$ cat config.mk
export PLATFORM = sky130hd
export DESIGN_NAME = flash_line_buffer
export DESIGN_NICKNAME = d
export VERILOG_FILES = /design/src/rtl/flash_line_buffer_pkg.sv /design/src/rtl/flash_line_store.sv /design/src/rtl/flash_line_buffer.sv
export SDC_FILE = /design/constraint.sdc
export NUM_CORES = 1
export LEC_CHECK = 0
export ABC_AREA = 1
export ABC_CLOCK_PERIOD_IN_PS = 5400
export CORE_MARGIN = 2
export CORE_UTILIZATION = 26
export CTS_BUF_LIST = sky130_fd_sc_hd__clkbuf_4 sky130_fd_sc_hd__clkbuf_8
export CTS_CLUSTER_SIZE = 28
export DETAILED_ROUTE_END_ITERATION = 12
export GPL_TIMING_DRIVEN = 0
export SLEW_MARGIN = 10
export SYNTH_ARGS = -nofsm -noshare
export SYNTH_HDL_FRONTEND = slang
export SYNTH_HIERARCHICAL = 1
export SYNTH_SLANG_ARGS = --single-unit
$ cat constraint.sdc
create_clock -name flashclk -period 5.4 [get_ports flashclk]
set_input_delay 0.81 -clock flashclk [delete_from_list [all_inputs] [get_ports flashclk]]
set_output_delay 0.81 -clock flashclk [all_outputs]
set_load 0.1 [all_outputs]
$ cat src/rtl/flash_line_buffer_pkg.sv
// Shared configuration and encodings for the flash read line buffer.
`ifndef XLEN
`define XLEN 32
`endif
`ifndef MAX_BIT_POS
`define MAX_BIT_POS (`XLEN-1)
`endif

package flash_line_buffer_pkg;

   typedef enum logic [2:0] {
      FLB_IDLE     = 3'd0,
      FLB_FILL_REQ = 3'd1,
      FLB_FILL_GAP = 3'd2,
      FLB_WR_REQ   = 3'd3,
      FLB_RESP     = 3'd4
   } flb_state_t;

   localparam logic [1:0] FLB_SIZE_WORD = 2'd0;

endpackage

$ cat src/rtl/flash_line_store.sv
// One-line storage: word array, line tag and valid bit, with a combinational
// read port and tag/hit compare against the incoming request.
module flash_line_store
   import flash_line_buffer_pkg::*;
#(
   parameter int LINE_WORDS = 4,
   parameter int IDX_W      = 2,
   parameter int TAG_W      = 28
) (
   input  logic              flashclk,
   input  logic              rst,
   input  logic              i_we,
   input  logic [IDX_W-1:0]  i_widx,
   input  logic [`XLEN-1:0]  i_wdata,
   input  logic              i_tag_we,
   input  logic [TAG_W-1:0]  i_tag,
   input  logic              i_valid_set,
   input  logic              i_valid_clr,
   input  logic [IDX_W-1:0]  i_ridx,
   output logic [`XLEN-1:0]  o_rdata,
   input  logic [TAG_W-1:0]  i_cmp_tag,
   output logic              o_tag_eq,
   output logic              o_hit
);

   logic [`XLEN-1:0] r_line [LINE_WORDS];
   logic [TAG_W-1:0] r_tag;
   logic             r_valid;

   always_ff @(posedge flashclk) begin
      if (i_we) begin
         r_line[i_widx] <= i_wdata;
      end
   end

   // Clear wins over set so an invalidating event is never lost.
   always_ff @(posedge flashclk) begin
      if (rst) begin
         r_valid <= 1'b0;
         r_tag   <= '0;
      end else begin
         if (i_valid_clr) begin
            r_valid <= 1'b0;
         end else if (i_valid_set) begin
            r_valid <= 1'b1;
         end
         if (i_tag_we) begin
            r_tag <= i_tag;
         end
      end
   end

   assign o_rdata  = r_line[i_ridx];
   assign o_tag_eq = (r_tag == i_cmp_tag);
   assign o_hit    = r_valid & o_tag_eq;

endmodule

$ cat src/rtl/flash_line_buffer.sv
// Single-line read buffer in front of the byte-serial flash adapter, refilling
// critical word first with early restart; writes pass through and invalidate.
module flash_line_buffer
   import flash_line_buffer_pkg::*;
#(
   parameter int LINE_WORDS = 4
) (
   input  logic              flashclk,
   input  logic              rst,
   input  logic [`XLEN-1:0]  fetch_addr,
   input  logic              fetch_read,
   input  logic              fetch_write,
   input  logic [`XLEN-1:0]  fetch_wdata,
   input  logic [1:0]        fetch_byte_size,
   output logic [`XLEN-1:0]  fetch_rdata,
   output logic              fetch_ready,
   output logic [`XLEN-1:0]  flash_io_addr,
   output logic              flash_io_read,
   output logic              flash_io_write,
   output logic [`XLEN-1:0]  flash_io_wdata,
   output logic [1:0]        io_byte_size,
   input  logic [`XLEN-1:0]  flash_io_rdata,
   input  logic              flash_io_ready
);

   localparam int IDX_W = $clog2(LINE_WORDS);
   localparam int TAG_W = `XLEN - IDX_W - 2;

   flb_state_t       r_state;
   logic [`XLEN-1:0] r_base;
   logic [IDX_W-1:0] r_fill_idx;
   logic [IDX_W-1:0] r_crit_idx;
   logic [IDX_W:0]   r_words_left;
   logic             r_served;

   logic [IDX_W-1:0] w_idx;
   logic [TAG_W-1:0] w_tag;
   logic [`XLEN-1:0] w_base;
   logic [`XLEN-1:0] w_fill_off;
   logic [`XLEN-1:0] w_rdata;
   logic             w_hit;
   logic             w_tag_eq;
   logic             w_wr_req;
   logic             w_miss;
   logic             w_fill_ack;
   logic             w_last;

   assign w_idx      = fetch_addr[IDX_W+1:2];
   assign w_tag      = fetch_addr[`MAX_BIT_POS:IDX_W+2];
   assign w_base     = {w_tag, {(IDX_W+2){1'b0}}};
   assign w_fill_off = {{(`XLEN-IDX_W-2){1'b0}}, r_fill_idx, 2'b00};
   assign w_wr_req   = (r_state == FLB_IDLE) && fetch_write;
   assign w_miss     = (r_state == FLB_IDLE) && !fetch_write && fetch_read && !w_hit;
   assign w_fill_ack = (r_state == FLB_FILL_REQ) && flash_io_ready;
   assign w_last     = w_fill_ack && (r_words_left == (IDX_W+1)'(1));

   flash_line_store #(
      .LINE_WORDS (LINE_WORDS),
      .IDX_W      (IDX_W),
      .TAG_W      (TAG_W)
   ) u_store (
      .flashclk    (flashclk),
      .rst         (rst),
      .i_we        (w_fill_ack),
      .i_widx      (r_fill_idx),
      .i_wdata     (flash_io_rdata),
      .i_tag_we    (w_miss),
      .i_tag       (w_tag),
      .i_valid_set (w_last),
      .i_valid_clr (w_miss || (w_wr_req && w_tag_eq)),
      .i_ridx      (w_idx),
      .o_rdata     (w_rdata),
      .i_cmp_tag   (w_tag),
      .o_tag_eq    (w_tag_eq),
      .o_hit       (w_hit)
   );

   always_ff @(posedge flashclk) begin
      if (rst) begin
         r_state        <= FLB_IDLE;
         r_base         <= '0;
         r_fill_idx     <= '0;
         r_crit_idx     <= '0;
         r_words_left   <= '0;
         r_served       <= 1'b0;
         fetch_rdata    <= '0;
         fetch_ready    <= 1'b0;
         flash_io_addr  <= '0;
         flash_io_read  <= 1'b0;
         flash_io_write <= 1'b0;
         flash_io_wdata <= '0;
         io_byte_size   <= '0;
      end else begin
         fetch_ready <= 1'b0;
         case (r_state)
            FLB_IDLE: begin
               if (fetch_write) begin
                  flash_io_write <= 1'b1;
                  flash_io_addr  <= fetch_addr;
                  flash_io_wdata <= fetch_wdata;
                  io_byte_size   <= fetch_byte_size;
                  r_state        <= FLB_WR_REQ;
               end else if (fetch_read) begin
                  if (w_hit) begin
                     fetch_rdata <= w_rdata;
                     fetch_ready <= 1'b1;
                     r_state     <= FLB_RESP;
                  end else begin
                     // Fill starts at the requested word and wraps around the line.
                     r_base        <= w_base;
                     r_fill_idx    <= w_idx;
                     r_crit_idx    <= w_idx;
                     r_words_left  <= (IDX_W+1)'(LINE_WORDS);
                     r_served      <= 1'b0;
                     flash_io_read <= 1'b1;
                     flash_io_addr <= {fetch_addr[`MAX_BIT_POS:2], 2'b00};
                     io_byte_size  <= FLB_SIZE_WORD;
                     r_state       <= FLB_FILL_REQ;
                  end
               end
            end
            FLB_FILL_REQ: begin
               if (flash_io_ready) begin
                  flash_io_read <= 1'b0;
                  r_fill_idx    <= r_fill_idx + 1'b1;
                  r_words_left  <= r_words_left - 1'b1;
                  if ((r_fill_idx == r_crit_idx) && !r_served) begin
                     fetch_rdata <= flash_io_rdata;
                     fetch_ready <= 1'b1;
                     r_served    <= 1'b1;
                  end
                  r_state <= w_last ? FLB_RESP : FLB_FILL_GAP;
               end
            end
            FLB_FILL_GAP: begin
               flash_io_read <= 1'b1;
               flash_io_addr <= r_base + w_fill_off;
               r_state       <= FLB_FILL_REQ;
            end
            FLB_WR_REQ: begin
               if (flash_io_ready) begin
                  flash_io_write <= 1'b0;
                  fetch_ready    <= 1'b1;
                  r_state        <= FLB_RESP;
               end
            end
            FLB_RESP: begin
               r_state <= FLB_IDLE;
            end
            default: begin
               r_state <= FLB_IDLE;
            end
         endcase
      end
   end

endmodule
==> impl_metrics.py, run 1 <==
metrics = {
    "status": {
        "run_status": "finished clean",
    },
    "die": {
        "die_w_um": 227.2,
        "die-height_um": 227.2,
        "floorplan.io_pins": 204,
        "rows": 81,
        "start_util": 0.2641,
        "core-area_um2": 49050,
        "die_area_um2": 51620,
    },
    "critical_path": {
        "arrival_ps": 4130,
        "cp_data_required_time_ps": 5940,
        "crit_path_end_kind": "flop",
        "reg2reg_depth": 16,
        "cp-startpoint": "fetch_addr[27]",
        "worst_path_max_delay_cell": "clkdlybuf4s50_1",
        "path_depth": 17,
        "rr_endpoint": "u_store/r_tag[2]",
        "worstPathCellList": "clkdlybuf4s50_1, inv_1, nand2_1, nand2_1, nor2_1, nand2_1, nor2_1, nand2_1, nor3_2, nor2_4, nand3_1, clkbuf_1, inv_1, inv_2, buf_2, nor2_1, a211oi_2",
        "cpMostUsedCell": "nand2_1",
        "cp-start-kind": "primary input",
        "worst_path_dominant_cell_family": "buffers and inverters",
        "slowest_delay_ps": 610,
        "path_buf_inv": 6,
        "endpoint": "u_store/r_tag[2]",
        "reg2reg_setup_slack_ps": 2240,
        "crit_fanout": 10,
        "criticalPathCategory": "primary input to flop",
        "reg2reg_from": "u_store/r_tag[22]",
    },
    "synthesis": {
        "yosysTopAreaCell": "edfxtp_1",
        "synth_compound_area_frac": 0.1305,
        "ys_async_sr_fraction": 0,
        "seq_area_frac_synth": 0.5579,
        "synth_area_leaders": "edfxtp_1, dfxtp_1, nand2_1",
        "ys_ff_latch": 297,
        "synth_common_cells": "nand2_1, nor2_1, inv_1, dfxtp_1, o21ai_0",
        "synthMuxAreaShare": 0,
        "netlist_area_um2": 12950,
        "yosysWarningCount": 6,
        "synthXorXnorAreaFrac": 0.004057,
        "syn_nets": 1657,
        "synthAdderAreaFrac": 0.001932,
        "synth-simple-area-share": 0.2089,
        "synth_top_area_share": 0.2967,
        "syn_inst": 1552,
        "yosys_most_used_dff": "dfxtp_1",
        "avgSynthCellArea_um2": 8.346,
        "synth_top_family_by_area": "simple AND/OR/NAND/NOR gates",
        "synth.most_common_cell": "nand2_1",
        "synth-edff-count": 128,
        "synth_cell_types": 33,
    },
    "timing": {
        "whs_ps": 449.2,
        "final.setup.worst_slack_ps": 1801,
        "clock.fmax_ghz": 0.2778,
        "relSlewSlack": 0.2595,
        "drv_slew": 0,
        "hold_violations": 0,
        "period_share": 0.6665,
        "min_period_ps": 3599,
        "skew_ps": 41.92,
        "rsz0062_at_grt": "false",
        "worst_slew_pin_slew_ps": 1107,
        "setup_viol": 0,
    },
    "cts": {
        "numCtsBuffers": 54,
        "clk_pin_slew_ps": 60,
        "post_cts_buffers": 0,
        "htree_levels": 2,
        "cts_resized": 0,
        "cts_sinks": 297,
        "cts_root_buf": "clkbuf_8",
        "worstSkewPairLatency_ps": 650,
        "cts_tree": "done",
        "clockBufferDepth": 3,
        "cts_hold_buffers": 0,
    },
    "global_routing": {
        "antenna_found_initial": 2,
        "grt_pass1_wl_mm": 61.45,
        "grt_overflow_total": 0,
        "grt_pass1_vias": 11090,
        "grt_usage": 0.1543,
        "grt_max_degree": 17,
    },
    "place": {
        "routabilityCongestion": 0.8033,
        "place_ws_ps": 1158,
        "port_buffers": 202,
        "dp_hpwl_mm": 28.42,
    },
    "routing": {
        "dr_total_vias": 11380,
        "routed_wl_mm": 40.23,
        "drc_errors": 0,
        "wl_per_cell_um": 15.89,
        "dr.pass1.iters": 5,
        "viasPerCell": 4.495,
        "drt_iter0_drc": 818,
        "antenna_left": 0,
    },
    "cells_and_area": {
        "n_fill_cell": 5099,
        "area_delta_synth_final_pct": 32.10,
        "drive_above_1_share": 0.1024,
        "finalNetCount": 1930,
    },
    "hold_path": {
        "min_from": "r_base[11]",
        "hp-class": "flop to flop",
    },
    "power_and_ir_drop": {
        "leakage_nw": 6.869,
        "powerDensity_nw_per_um2": 463.6,
        "ir_drop_uv": 229.3,
    },
    "run": {
        "maxCapViolCount": 0,
    },
}
## per-layer routing
layer	vias up	GRT usage	part of all wire
met4	4	0.04955	0.023
li1	5616	-	-
met2	404	0.2545	0.46
met5	-	0	0.00067
met1	5292	0.1936	0.43
met3	61	0.04530	0.085
## flip-flops by register name (all words and copies together) (netlist names)
signal / flops
r_served: 1
r_words_left: 3
u_store/r_valid: 1
u_store/r_tag: 28
io_byte_size: 2
flash_io_wdata: 32
r_fill_idx: 2
fetch_ready: 1
r_crit_idx: 2
r_state: 3
flash_io_read: 1
u_store/r_line: 128
flash_io_addr: 32
fetch_rdata: 32
flash_io_write: 1
r_base: 28
## worst min path at each step
stage               depth (start not counted)  slack (ps)          to
floorplan                                   2         420  r_base[10]
global placement                            2         440  r_base[30]
detailed placement                          2         440  r_base[10]
CTS                                         2         450  r_base[10]
global route                                2         470  r_base[18]
finish                                      2         450  r_base[11]
## through the flow
| stage | instance area (um2) | power [mW] | instances | util | setup TNS (ps) |
|---|---|---|---|---|---|
| final | 17110 | 7.932 | 2531 | 0.3488 | 0 |
| after global routing | 17110 | 8.348 | 2530 | 0.3488 | 0 |
| after CTS | 17110 | 8.026 | 2530 | 0.3488 | 0 |
| after detailed placement | 15970 | 5.720 | 2433 | 0.3256 | 0 |
| after global placement | 15810 | 5.680 | 2418 | 0.3222 | -142380 |
| after floorplan | 12950 | 4.888 | 1552 | - | 0 |
## kinds of logic after synthesis
logic type,Yosys count
buf+inv,295
simple gates,656
flops,297
compound gates,296
xor+xnor,6
fa+ha+maj,2
## power by group
group | total, mW | internal [mW] | leakage [nW] | switching, mW
Combinational | 2.92 | 0.731 | 3.72 | 2.19
Clock | 2.27 | 1.28 | 0.605 | 0.986
Sequential | 2.75 | 2.62 | 2.55 | 0.130
## worst min-delay path, stage by stage, from the launching register on
cell	delay, ps
dfxtp_1	290
inv_1	50
a21oi_1	50
## layout make-up
type	instances	area, um2	share of cell area
antenna	1	2.502	0.0001462
buffer	94	491.7	0.02874
clock buffer	76	945.9	0.05528
clock inverter	21	193.9	0.01133
inverter	201	760.7	0.04446
multi-input combinational	960	4494	0.2627
sequential	297	7227	0.4223
tap	664	830.8	0.04855
timing repair buffer	217	2165	0.1265
## placed cells by master, fill, tap and decap left out, drive strengths merged
master,count
clkinv,16
nor2,217
bufinv,3
xnor2,5
a21oi,81
nor3,7
clkbuf,119
o211ai,1
a211oi,22
xor2,1
nand4,33
ha,2
or2,1
buf,66
diode,1
edfxtp,128
inv,203
nand3,77
nand2,321
clkdlybuf4s50,202
o21ai,159
dfxtp,169
a31oi,1
o22ai,32
(Power assumes the default switching activity.)
==> inputs of run 2 (changes only) <==
--- a/config.mk
+++ b/config.mk
@@ -6,7 +6,7 @@
 export NUM_CORES = 1
 export LEC_CHECK = 0
 export ABC_AREA = 1
-export ABC_CLOCK_PERIOD_IN_PS = 5400
+export ABC_CLOCK_PERIOD_IN_PS = 3620
 export CORE_MARGIN = 2
 export CORE_UTILIZATION = 26
 export CTS_BUF_LIST = sky130_fd_sc_hd__clkbuf_4 sky130_fd_sc_hd__clkbuf_8
==> constraint.sdc (replaced) <==
create_clock -name flashclk -period 3.62 [get_ports flashclk]
set_input_delay 0.543 -clock flashclk [delete_from_list [all_inputs] [get_ports flashclk]]
set_output_delay 0.543 -clock flashclk [all_outputs]
set_load 0.1 [all_outputs]
==> run 2 against run 1 <==
Clock power increased by 49%; first-iteration DRC count is 1.1% lower; setup slack worse by 1200 ps; sequential power is 49% higher; critical path depth is the same; cell count did not move; count of clock-buffer cells in the layout stayed put; non-clock buffer count is the same; hold slack lost 170 ps; combinational power increased by 49%; final area about the same.
==> impl_metrics.py, run 2 (synthesis gave the netlist of run 1 again) <==
metrics = {
    "place": {
        "routabilityCongestion": 0.8033,
        "dp_hpwl_mm": 28.42,
        "port_buffers": 202,
    },
    "cells_and_area": {
        "finalNetCount": 1930,
        "n_fill_cell": 5099,
        "largest-register": "u_store/r_line",
        "multi_input_area_um2": 4494,
        "seq_area_um2": 7227,
        "drive_above_1_share": 0.1029,
        "largest_reg_flops": 128,
        "final_cell_mix": "nand2_1, nor2_1, clkdlybuf4s50_1, inv_1, dfxtp_1",
        "area_delta_synth_final_pct": 32.11,
        "mostFrequentLayoutCell": "nand2_1",
    },
    "timing": {
        "clock.fmax_ghz": 0.3299,
        "min_period_ps": 3031,
        "drv_slew": 0,
        "fin_tns_setup_ps": 0,
        "worst_slew_pin_slew_ps": 1106,
        "setup_viol": 0,
        "skew_ps": 42.68,
        "hold_violations": 0,
        "period_share": 0.8373,
        "relSlewSlack": 0.2602,
        "rsz0062_at_grt": "false",
    },
    "critical_path": {
        "path_buf_inv": 6,
        "criticalPathCategory": "primary input to flop",
        "crit_fanout": 10,
        "worst_path_max_delay_cell": "clkdlybuf4s50_1",
        "arrival_ps": 3570,
        "path_depth": 17,
        "cp-start-kind": "primary input",
        "worst_path_dominant_cell_family": "buffers and inverters",
        "cpMostUsedCell": "nand2_1",
        "worstPathCellList": "clkdlybuf4s50_1, inv_1, nand2_1, nand2_1, nor2_1, nand2_1, nor2_1, nand2_1, nor3_2, nor2_4, nand3_1, clkbuf_2, inv_1, inv_2, buf_2, nor2_1, a211oi_2",
        "reg2reg_depth": 8,
        "cp_data_required_time_ps": 4160,
        "slowest_delay_ps": 610,
        "crit_path_end_kind": "flop",
    },
    "die": {
        "die_area_um2": 51620,
        "die_w_um": 227.2,
        "core-area_um2": 49050,
        "start_util": 0.2641,
        "floorplan.io_pins": 204,
        "rows": 81,
        "die-height_um": 227.2,
    },
    "power_and_ir_drop": {
        "ir_drop_uv": 342.1,
        "total_power_mw": 11.83,
        "leakage_nw": 6.871,
        "powerDensity_nw_per_um2": 691.6,
    },
    "cts": {
        "numCtsBuffers": 54,
        "clockBufferDepth": 3,
        "cts_root_buf": "clkbuf_8",
        "htree_levels": 2,
        "clk_pin_slew_ps": 60,
        "cts_sinks": 297,
        "worstSkewPairLatency_ps": 650,
        "cts_tree": "done",
        "cts_hold_buffers": 0,
    },
    "routing": {
        "met3_length_mm": 3.394,
        "dr.pass1.iters": 5,
        "wl_per_cell_um": 15.91,
        "antenna_left": 0,
        "drt_iter0_drc": 809,
        "routed_wl_mm": 40.28,
        "dr_total_vias": 11370,
        "wl_met1_mm": 17.30,
        "drc_errors": 0,
        "viasPerCell": 4.492,
        "top_layer_used": "met5",
        "route.met2.wl_mm": 18.61,
    },
    "global_routing": {
        "antenna_found_initial": 2,
        "grt_pass1_vias": 11090,
        "grt_usage": 0.1543,
        "grt_max_degree": 17,
        "grt_pass1_wl_mm": 61.45,
        "grt_overflow_total": 0,
    },
    "hold_path": {
        "hp-class": "primary input to flop",
        "min_path_cells": 2,
    },
    "status": {
        "run_status": "finished clean",
    },
    "run": {
        "maxCapViolCount": 0,
    },
}
[run 2: cell types whose count changed in the layout (fill, tap and decap cells not counted)]
cell | before | now
clkbuf_2 | 0 | 1
clkbuf_1 | 43 | 42
[run 2: layout make-up]
type | count | share of cell area
clock buffer | 76 | 0.05528
timing repair buffer | 217 | 0.1265
antenna | 1 | 0.0001462
clock inverter | 21 | 0.01133
buffer | 94 | 0.02881
tap | 664 | 0.04855
inverter | 201 | 0.04445
multi-input combinational | 960 | 0.2626
sequential | 297 | 0.4223
[run 2: what timing repair did]
action / in CTS / in global routing
gates resized for setup: 0 / 2
setup buffers: 0 / 0
endpoints found under the hold margin: 0 / 0
endpoints found under the setup margin: 0 / 5
[run 2: path summary, 6_finish.rpt]
path | from | endpoint | slack, ps
worst max-delay path | fetch_addr[27] | u_store/r_tag[6] | 590
worst min-delay path | rst | u_store/r_tag[18] | 280
worst max register to register | r_state[1] | u_store/r_line[1][25] | 610
worst min register to register | r_base[10] | r_base[10] | 450
[run 2: power breakdown]
group / internal (mW) / total [mW] / switching, mW / leakage (nW)
Clock: 1.91 / 3.38 / 1.47 / 0.605
Sequential: 3.91 / 4.10 / 0.194 / 2.55
Combinational: 1.09 / 4.35 / 3.26 / 3.72
Total: 6.91 / 11.8 / 4.93 / 6.87
[run 2: through the flow]
step | cell area, um2 | hold WS, ps | setup slack (ps) | util | std cells
after floorplan | 12950 | 424.5 | -45.85 | - | 1552
after global placement | 15810 | 436.2 | -2728 | 0.3222 | 2418
after detailed placement | 15970 | 440.3 | -355.3 | 0.3256 | 2433
after CTS | 17110 | 224.3 | 326.7 | 0.3488 | 2530
after global routing | 17110 | 255.8 | 272.4 | 0.3488 | 2530
final | 17110 | 277.4 | 588.9 | 0.3489 | 2531
[run 2: per-layer routing]
layer,global-route usage,vias to the layer above
li1,-,5620
met1,0.1936,5304
met2,0.2545,378
met3,0.04530,63
met4,0.04955,4
met5,0,-
==> inputs of run 3 (changes only) <==
--- a/config.mk
+++ b/config.mk
@@ -6,7 +6,7 @@
 export NUM_CORES = 1
 export LEC_CHECK = 0
 export ABC_AREA = 1
-export ABC_CLOCK_PERIOD_IN_PS = 3620
+export ABC_CLOCK_PERIOD_IN_PS = 2700
 export CORE_MARGIN = 2
 export CORE_UTILIZATION = 26
 export CTS_BUF_LIST = sky130_fd_sc_hd__clkbuf_4 sky130_fd_sc_hd__clkbuf_8
==> constraint.sdc (replaced) <==
create_clock -name flashclk -period 2.7 [get_ports flashclk]
set_input_delay 0.405 -clock flashclk [delete_from_list [all_inputs] [get_ports flashclk]]
set_output_delay 0.405 -clock flashclk [all_outputs]
set_load 0.1 [all_outputs]
==> run 3 against run 2 <==
Via count unchanged; cell count increased by 0.20%; register-to-register slack lost 420 ps.
==> impl_metrics.py, run 3 (synthesis gave the netlist of run 1 again) <==
metrics = {
    "cts": {
        "cts_tree": "done",
        "cts_root_buf": "clkbuf_8",
        "worstSkewPairLatency_ps": 650,
        "numCtsBuffers": 54,
        "clockBufferDepth": 3,
        "cts_sinks": 297,
        "htree_levels": 2,
        "clk_pin_slew_ps": 60,
    },
    "die": {
        "floorplan.io_pins": 204,
        "core-area_um2": 49050,
        "die-height_um": 227.2,
        "die_w_um": 227.2,
        "die_area_um2": 51620,
        "start_util": 0.2641,
        "rows": 81,
    },
    "global_routing": {
        "antenna_found_initial": 2,
        "grt_overflow_total": 0,
        "grt_pass1_wl_mm": 61.58,
        "grt_usage": 0.1546,
        "grt_max_degree": 17,
        "grt_pass1_vias": 11110,
    },
    "critical_path": {
        "worst_path_dominant_cell_family": "buffers and inverters",
        "criticalPathCategory": "flop to primary output",
        "worst_path_max_delay_cell": "clkdlybuf4s50_1",
        "cp_data_required_time_ps": 2300,
        "worstPathCellList": "clkdlybuf4s50_1",
        "cp-startpoint": "flash_io_addr[0]",
        "path_buf_inv": 1,
        "arrival_ps": 2180,
        "reg2reg_from": "r_state[1]",
        "slowest_delay_ps": 1180,
        "crit_fanout": 2,
        "cp-start-kind": "flop",
        "crit_path_end_kind": "primary output",
    },
    "cells_and_area": {
        "area_delta_synth_final_pct": 32.99,
        "largest-register": "u_store/r_line",
        "mostFrequentLayoutCell": "nand2_1",
        "drive_above_1_share": 0.1064,
        "largest_reg_flops": 128,
        "final_cell_mix": "nand2_1, nor2_1, clkdlybuf4s50_1, inv_1, dfxtp_1",
        "finalNetCount": 1935,
    },
    "timing": {
        "clock.fmax_ghz": 0.3868,
        "setup_viol": 0,
        "worst_slew_pin_slew_ps": 1102,
        "final.setup.worst_slack_ps": 114.8,
        "hold_violations": 0,
        "skew_ps": 43.58,
        "period_share": 0.9575,
        "min_period_ps": 2585,
        "rsz0062_at_grt": "false",
        "drv_slew": 0,
        "relSlewSlack": 0.2643,
    },
    "status": {
        "run_status": "finished clean",
    },
    "routing": {
        "viasPerCell": 4.483,
        "dr.pass1.iters": 5,
        "dr_total_vias": 11370,
        "routed_wl_mm": 40.37,
        "wl_per_cell_um": 15.92,
        "drc_errors": 0,
        "drt_iter0_drc": 824,
        "antenna_left": 0,
    },
    "place": {
        "routabilityCongestion": 0.8033,
        "port_buffers": 202,
        "dp_hpwl_mm": 28.42,
        "place_ws_ps": -1137,
    },
    "power_and_ir_drop": {
        "p_int_mw": 9.294,
        "power_frac_seq": 0.345,
        "total_power_mw": 15.94,
        "clkPwrFrac": 0.285,
        "powerDensity_nw_per_um2": 925.3,
        "ir_drop_uv": 458.6,
        "comb_power_share": 0.369,
        "power.switching_mw": 6.645,
        "leakage_nw": 6.954,
        "switching_share": 0.4169,
    },
    "hold_path": {
        "min_from": "rst",
        "hp-class": "primary input to flop",
    },
    "run": {
        "maxCapViolCount": 0,
    },
}
run 3: cell count changes in the layout (fill, tap and decap cells not counted), sizes merged:
cell	delta
dlymetal6s2s	+1
clkdlybuf4s50	-2
dlygate4sd2	+1
buf	+5
run 3: path summary, 6_finish.rpt:
| kind | to | slack, ps | cells past startpoint |
|---|---|---|---|
| worst max-delay path | flash_io_addr[0] | 110 | 1 |
| worst min-delay path | u_store/r_tag[18] | 130 | 2 |
| worst max register to register | u_store/r_line[2][22] | 190 | 9 |
| worst min register to register | r_base[10] | 450 | 2 |
run 3: through the flow:
step	instance area [um2]	TNS, ps	std cells	hold slack (ps)	utilization
3_3_place_gp	15810	-502940	2418	436.2	0.3222
2_1_floorplan	12950	-123620	1552	424.5	-
3_5_place_dp	15970	-81050	2433	440.3	0.3256
4_1_cts	17170	0	2534	86.30	0.3499
5_1_grt	17220	0	2535	117.8	0.3511
6_report	17230	0	2536	129.8	0.3512
run 3: layer usage:
metal | vias up | GRT usage | part of all wire
li1 | 5623 | - | -
met1 | 5306 | 0.1939 | 0.43
met2 | 371 | 0.2554 | 0.46
met3 | 65 | 0.04504 | 0.083
met4 | 4 | 0.04955 | 0.024
met5 | - | 0 | 0.00067
run 3: timing repair:
action / in CTS / in global routing
pin swaps: 3 / 1
buffers inserted: 4 / 1
endpoints found under the setup margin: 83 / 79
resized for setup: 7 / 9
hold buffers: 0 / 0
run 3: layout make-up:
cell class                 count  area [um2]
timing repair buffer         222        2216
antenna                        1       2.502
sequential                   297        7227
fill                        5096       31830
clock inverter                21       193.9
buffer                        94       501.7
inverter                     201       760.7
tap                          664       830.8
multi-input combinational    960        4548
clock buffer                  76       945.9
run 3: power groups by stage:
stage               logic (mW)  clock network [mW]  registers, mW
finish                    5.89                4.55           5.51
global route              6.32                4.88           5.56
CTS                       5.89                4.68           5.51
detailed placement        5.85                   0           5.59
global placement          5.78                   0           5.58
floorplan                 1.92                   0           7.86
run 3: worst reg2reg max path, cell delays in order (launching register included):
cell,delay [ps]
dfxtp_1,330
nor2_2,150
buf_4,220
nand2_2,260
nor2_4,250
inv_1,200
nor3_4,240
buf_6,190
buf_4,220
buf_6,160
